==> config.mk <==
export PLATFORM = sky130hd
export DESIGN_NAME = seq_det_prog_flat
export DESIGN_NICKNAME = d
export VERILOG_FILES = /design/src/rtl/seq_det_prog_if.sv /design/src/rtl/seq_det_prog.sv /design/src/flat_wrapper.sv
export SDC_FILE = /design/constraint.sdc
export NUM_CORES = 1
export LEC_CHECK = 0
export CORE_ASPECT_RATIO = 1.4
export CORE_MARGIN = 2
export CORE_UTILIZATION = 40
export DETAILED_ROUTE_END_ITERATION = 16
export HOLD_SLACK_MARGIN = 0.12
export PLACE_DENSITY = 0.65
export SYNTH_ARGS = -nofsm -noshare
export SYNTH_HDL_FRONTEND = slang
export SYNTH_SLANG_ARGS = --single-unit
==> constraint.sdc <==
create_clock -name clk -period 4.5 [get_ports clk]
set_clock_uncertainty 0.05 [all_clocks]
set_input_delay 0.9 -clock clk [delete_from_list [all_inputs] [get_ports clk]]
set_output_delay 0.9 -clock clk [all_outputs]
set_load 0.01 [all_outputs]
==> src/rtl/seq_det_prog_if.sv <==
// Configuration, serial-data and status signals of the programmable pattern detector.
// The control side uses the master modport and the detector uses the slave modport.
interface seq_det_prog_if #(
    parameter int MAX_LEN = 8,
    parameter int LEN_W   = 4,
    parameter int CNT_W   = 8
) ();
    logic               din;
    logic               din_vld;
    logic               cfg_load;
    logic [MAX_LEN-1:0] pattern;
    logic [LEN_W-1:0]   pat_len;
    logic               overlap;
    logic               cnt_clr;
    logic               armed;
    logic               match;
    logic [CNT_W-1:0]   match_cnt;
    logic               cnt_sat;

    modport master (
        output din, din_vld, cfg_load, pattern, pat_len, overlap, cnt_clr,
        input  armed, match, match_cnt, cnt_sat
    );

    modport slave (
        input  din, din_vld, cfg_load, pattern, pat_len, overlap, cnt_clr,
        output armed, match, match_cnt, cnt_sat
    );
endinterface

==> src/rtl/seq_det_prog.sv <==
// Runtime-programmable serial pattern detector with overlap control, a din-valid
// qualifier and a saturating match counter. All outputs are registered.
module seq_det_prog #(
    parameter int MAX_LEN = 8,
    parameter int LEN_W   = 4,
    parameter int CNT_W   = 8
) (
    input logic            clk,
    input logic            rstn,
    seq_det_prog_if.slave  bus
);
    localparam logic [LEN_W-1:0] LEN_MAX  = LEN_W'(MAX_LEN);
    localparam logic [CNT_W-1:0] CNT_FULL = {CNT_W{1'b1}};

    logic [MAX_LEN-1:0] pat_q,  pat_d;
    logic [LEN_W-1:0]   len_q,  len_d;
    logic               ovl_q,  ovl_d;
    logic [MAX_LEN-1:0] hist_q, hist_d;
    logic [LEN_W-1:0]   fill_q, fill_d;
    logic               armed_q, armed_d;
    logic               match_q, match_d;
    logic [CNT_W-1:0]   cnt_q,  cnt_d;
    logic               sat_q,  sat_d;

    logic               sample_s;
    logic [MAX_LEN-1:0] hist_shift_s;
    logic [LEN_W-1:0]   fill_inc_s;
    logic [MAX_LEN-1:0] len_mask_s;
    logic               hit_s;

    // Next-state logic: config capture, history shift, hit detection and counter.
    always_comb begin
        pat_d   = pat_q;
        len_d   = len_q;
        ovl_d   = ovl_q;
        hist_d  = hist_q;
        fill_d  = fill_q;
        armed_d = armed_q;
        cnt_d   = cnt_q;

        sample_s     = armed_q & bus.din_vld & ~bus.cfg_load;
        hist_shift_s = {hist_q[MAX_LEN-2:0], bus.din};
        if (fill_q == LEN_MAX) begin
            fill_inc_s = fill_q;
        end else begin
            fill_inc_s = fill_q + LEN_W'(1);
        end

        for (int i = 0; i < MAX_LEN; i++) begin
            len_mask_s[i] = (LEN_W'(i) < len_q);
        end

        // Compare only the low len bits of the post-shift history.
        hit_s = sample_s & (fill_inc_s >= len_q) &
                (((hist_shift_s ^ pat_q) & len_mask_s) == {MAX_LEN{1'b0}});

        if (bus.cfg_load) begin
            pat_d   = bus.pattern;
            len_d   = bus.pat_len;
            ovl_d   = bus.overlap;
            hist_d  = {MAX_LEN{1'b0}};
            fill_d  = {LEN_W{1'b0}};
            armed_d = (bus.pat_len != {LEN_W{1'b0}}) && (bus.pat_len <= LEN_MAX);
        end else if (sample_s) begin
            hist_d = hist_shift_s;
            if (hit_s && !ovl_q) begin
                fill_d = {LEN_W{1'b0}};
            end else begin
                fill_d = fill_inc_s;
            end
        end else begin
            hist_d = hist_q;
        end

        if (bus.cnt_clr) begin
            cnt_d = {CNT_W{1'b0}};
        end else if (hit_s && (cnt_q != CNT_FULL)) begin
            cnt_d = cnt_q + CNT_W'(1);
        end else begin
            cnt_d = cnt_q;
        end

        match_d = hit_s;
        sat_d   = (cnt_d == CNT_FULL);
    end

    // State and output registers with asynchronous clear.
    always_ff @(posedge clk or negedge rstn) begin
        if (!rstn) begin
            pat_q   <= {MAX_LEN{1'b0}};
            len_q   <= {LEN_W{1'b0}};
            ovl_q   <= 1'b0;
            hist_q  <= {MAX_LEN{1'b0}};
            fill_q  <= {LEN_W{1'b0}};
            armed_q <= 1'b0;
            match_q <= 1'b0;
            cnt_q   <= {CNT_W{1'b0}};
            sat_q   <= 1'b0;
        end else begin
            pat_q   <= pat_d;
            len_q   <= len_d;
            ovl_q   <= ovl_d;
            hist_q  <= hist_d;
            fill_q  <= fill_d;
            armed_q <= armed_d;
            match_q <= match_d;
            cnt_q   <= cnt_d;
            sat_q   <= sat_d;
        end
    end

    assign bus.armed     = armed_q;
    assign bus.match     = match_q;
    assign bus.match_cnt = cnt_q;
    assign bus.cnt_sat   = sat_q;
endmodule
==> src/flat_wrapper.sv <==
// flat-port wrapper written by rule: the top's interface ports become plain ports
module seq_det_prog_flat 
#(
    parameter int MAX_LEN = 8,
    parameter int LEN_W   = 4,
    parameter int CNT_W   = 8
)
  (clk, rstn, bus_din, bus_din_vld, bus_cfg_load, bus_pattern, bus_pat_len, bus_overlap, bus_cnt_clr, bus_armed, bus_match, bus_match_cnt, bus_cnt_sat);
  seq_det_prog_if #(.MAX_LEN(MAX_LEN), .LEN_W(LEN_W), .CNT_W(CNT_W)) bus_i ();
  input logic clk;
  input logic rstn;
  input wire logic [$bits(bus_i.din)-1:0] bus_din;
  input wire logic [$bits(bus_i.din_vld)-1:0] bus_din_vld;
  input wire logic [$bits(bus_i.cfg_load)-1:0] bus_cfg_load;
  input wire logic [$bits(bus_i.pattern)-1:0] bus_pattern;
  input wire logic [$bits(bus_i.pat_len)-1:0] bus_pat_len;
  input wire logic [$bits(bus_i.overlap)-1:0] bus_overlap;
  input wire logic [$bits(bus_i.cnt_clr)-1:0] bus_cnt_clr;
  output wire logic [$bits(bus_i.armed)-1:0] bus_armed;
  output wire logic [$bits(bus_i.match)-1:0] bus_match;
  output wire logic [$bits(bus_i.match_cnt)-1:0] bus_match_cnt;
  output wire logic [$bits(bus_i.cnt_sat)-1:0] bus_cnt_sat;
  assign bus_i.din = bus_din;
  assign bus_i.din_vld = bus_din_vld;
  assign bus_i.cfg_load = bus_cfg_load;
  assign bus_i.pattern = bus_pattern;
  assign bus_i.pat_len = bus_pat_len;
  assign bus_i.overlap = bus_overlap;
  assign bus_i.cnt_clr = bus_cnt_clr;
  assign bus_armed = bus_i.armed;
  assign bus_match = bus_i.match;
  assign bus_match_cnt = bus_i.match_cnt;
  assign bus_cnt_sat = bus_i.cnt_sat;
  seq_det_prog #(.MAX_LEN(MAX_LEN), .LEN_W(LEN_W), .CNT_W(CNT_W)) u_core (.clk(clk), .rstn(rstn), .bus(bus_i));
endmodule
==> impl_metrics.ini <==
[critical_path]
cp_slowest_cell = clkdlybuf4s50_1
cp_cell_sequence = clkdlybuf4s50_1 -> and3b_1 -> o221ai_1 -> a211oi_2 -> nand3_1 -> buf_4 -> mux2_1 -> or4_1 -> nor4b_2
path_delay_family = simple AND/OR/NAND/NOR gates
critPathMaxFanout = 13
endpoint_kind = flop
worstSetupStartpoint = bus_din_vld
required_ns = 4.64
worstSetupPathType = input port to flop
ff2ff_setup_slack_ns = 1.32
arrival_ns = 3.52
startpoint_type = input port
path_buf_inv = 2
cp_slowest_stage_delay_ns = 0.64
r2r-start = u_core.fill_q[0]$_DFFE_PN0P_

[run]
maxCapViolations = 0

[layout]
final_cell_area_sq_um = 2290
fillers = 447
nets = 243
area_growth_pct = 24.3
drive_above_1_share_pct = 9.63
n_antenna_cell = 0

[clock_network]
hold_buffers = 0
clk_pin_slew_ns = 0.07
clk_latency_ns = 0.29
cts_setup_buffers = 0
tritoncts = done
cts_buffers = 5
cts_sinks = 35
cts_root_buffer = clkbuf_8
cts_resized = 0
clockBufferDepth = 2
htreeDepth = 2

[power]
total_leakage_power_nw = 0.914
clockPowerShare_pct = 36.3
p_sw_mw = 0.166
irDropWorstVdd_mv = 0.207
p_sw_share_pct = 24.4
comb_power_share_pct = 12.8
seq_power_share_pct = 50.9
p_int_mw = 0.514
power_density_nw_per_um2 = 297

[sta]
final_max_slew_viol_count = 0
finalCriticalPeriod_ns = 3.38
setup_viol = 0
tightest_slew_ns = 0.440
finalHoldViolCount = 0
rsz0062_at_grt = no
max_freq_ghz = 0.296
period_share_pct = 75.2
tns_ns = 0
slew_headroom_pct = 70.7

[logic_synthesis]
synth_area_sq_um = 1850
synth.net_count = 213
ys.flop_type = dfrtp_1
synthArstFlopShare_pct = 100
syn_avg_cell_area_sq_um = 9.87
yosysUniqueCellTypes = 36
seq_area_frac_synth_pct = 47.5
synth_cells = 187
ys_warn_count = 0
synth-seq-cells = 35
synth_edf_count = 0

[floorplan]
start_util_pct = 41.0
rows = 29
die_y_microns = 84.4
coreArea_sq_um = 4500
die_area_sq_um = 5180
die_w_microns = 61.4
boundaryPins = 30

[worst_hold_path]
hold_class = flop to flop
min-delay-start = u_core.pat_q[4]$_DFFE_PN0P_

[global_routing]
grt_pass1_wl_microns = 6620
grt_max_degree = 36
antenna_found_initial = 0
grt_pass1_vias = 1472
track_usage_pct = 16.8
globalRouteOverflowTotal = 0

[placement]
place_area_sq_um = 2190
place_congestion = 0.854
dp_hpwl_microns = 2670
io_buffers = 29

[route]
wl_per_cell_microns = 13.3
ant_nets = 0
route.detailed.drc = 0
drt_first_pass_iters = 4
via_count = 1426
first_iter_violations = 22
via_per_inst = 5.09
wl_microns = 3720

[status]
status = finished, final reports clean
==> sequential cells by signal (all words and copies together), names as in the netlist <==
| name | cells |
|---|---|
| u_core.bus.match_cnt | 8 |
| u_core.pat_q | 8 |
| u_core.hist_q | 7 |
| u_core.fill_q | 4 |
| u_core.len_q | 4 |
| u_core.bus.armed | 1 |
| u_core.bus.cnt_sat | 1 |
| u_core.bus.match | 1 |
| u_core.ovl_q | 1 |
==> power groups by stage <==
stage | clock, mW | sequential, mW | combinational (mW)
2_1_floorplan | 0 | 0.347 | 0.0538
3_3_place_gp | 0 | 0.352 | 0.0861
3_5_place_dp | 0 | 0.353 | 0.0874
4_1_cts | 0.255 | 0.347 | 0.0878
5_1_grt | 0.268 | 0.350 | 0.0986
6_report | 0.247 | 0.346 | 0.0869
==> per-layer routing <==
metal | track usage, % | vias up | share of wire, %
li1 | - | 717 | -
met1 | 21.2 | 687 | 45
met2 | 27.8 | 18 | 51
met3 | 4.16 | 4 | 2.6
met4 | 5.03 | 0 | 0.97
met5 | 0 | - | 0
==> cells by family (layout without fill, tap and decap cells) <==
group           after synthesis  after routing  synth area share, %
compound gates               35             35                 12.3
xor+xnor                     16             16                 7.59
fa+ha+maj                     7              7                 4.75
flops                        35             35                 47.5
simple gates                 64             64                 16.9
mux                          11             11                 6.64
buf+inv                      19             50                 4.34
==> through the flow <==
step | cells | hold WS (ns) | worst slack, ns | total power, mW | utilization, %
global route | 280 | 0.500 | 0.903 | 0.716 | 51.0
global placement | 272 | 0.466 | 0.910 | 0.439 | 48.7
floorplan | 187 | 0.449 | 1.65 | 0.400 | -
finish | 280 | 0.483 | 1.12 | 0.680 | 51.0
CTS | 280 | 0.489 | 1.14 | 0.690 | 51.0
detailed placement | 272 | 0.472 | 0.848 | 0.440 | 48.7
==> cell usage after synthesis, drive strengths merged (3+ instances only) <==
| cell type | number | share of area [%] |
|---|---|---|
| o21ai | 9 | 2.4 |
| a21oi | 12 | 3.3 |
| inv | 10 | 2.0 |
| ha | 7 | 4.7 |
| nand2 | 20 | 4.1 |
| dfrtp | 35 | 47 |
| nor3 | 6 | 1.6 |
| xnor2 | 14 | 6.6 |
| mux2 | 10 | 6.1 |
| a32o | 3 | 1.6 |
| nand3 | 14 | 3.8 |
| nor2 | 12 | 2.4 |
| clkbuf | 7 | 1.4 |
==> layout make-up <==
class / instances / area (sq um) / share of cell area, %
multi-input combinational: 133 / 890 / 38.8
sequential: 35 / 876 / 38.2
clock buffer: 8 / 100 / 4.36
tap: 62 / 77.6 / 3.38
inverter: 10 / 37.5 / 1.64
timing repair buffer: 32 / 313 / 13.6
==> worst paths after layout <==
check,to,cells past startpoint
hold / removal,u_core.pat_q[4]$_DFFE_PN0P_,1
setup / recovery,u_core.bus.cnt_sat$_DFF_PN0_,9
min in group asynchronous,u_core.pat_q[6]$_DFFE_PN0P_,2
hold reg to reg,u_core.pat_q[4]$_DFFE_PN0P_,1
setup reg to reg,u_core.bus.cnt_sat$_DFF_PN0_,14
max in group asynchronous,u_core.bus.match_cnt[6]$_DFF_PN0_,2
==> cells in the final DEF, fill, tap and decap left out, types with 2 or more instances in the layout <==
cell,Yosys,final
buf_4,0,3
nor3_1,6,6
nand3b_1,2,2
clkdlybuf4s50_1,0,29
xnor2_1,14,14
a21oi_1,12,12
clkbuf_8,0,7
inv_1,10,10
o21bai_1,2,2
nand2_1,20,20
nor4_1,2,2
mux2_2,9,9
o21ai_0,9,9
xor2_1,2,2
a32o_1,3,3
dfrtp_1,35,35
nand3_1,14,14
ha_1,7,7
and3_1,2,2
nor2_1,12,12
or4_1,2,2
Note: power is estimated with default switching activity, not from simulation.
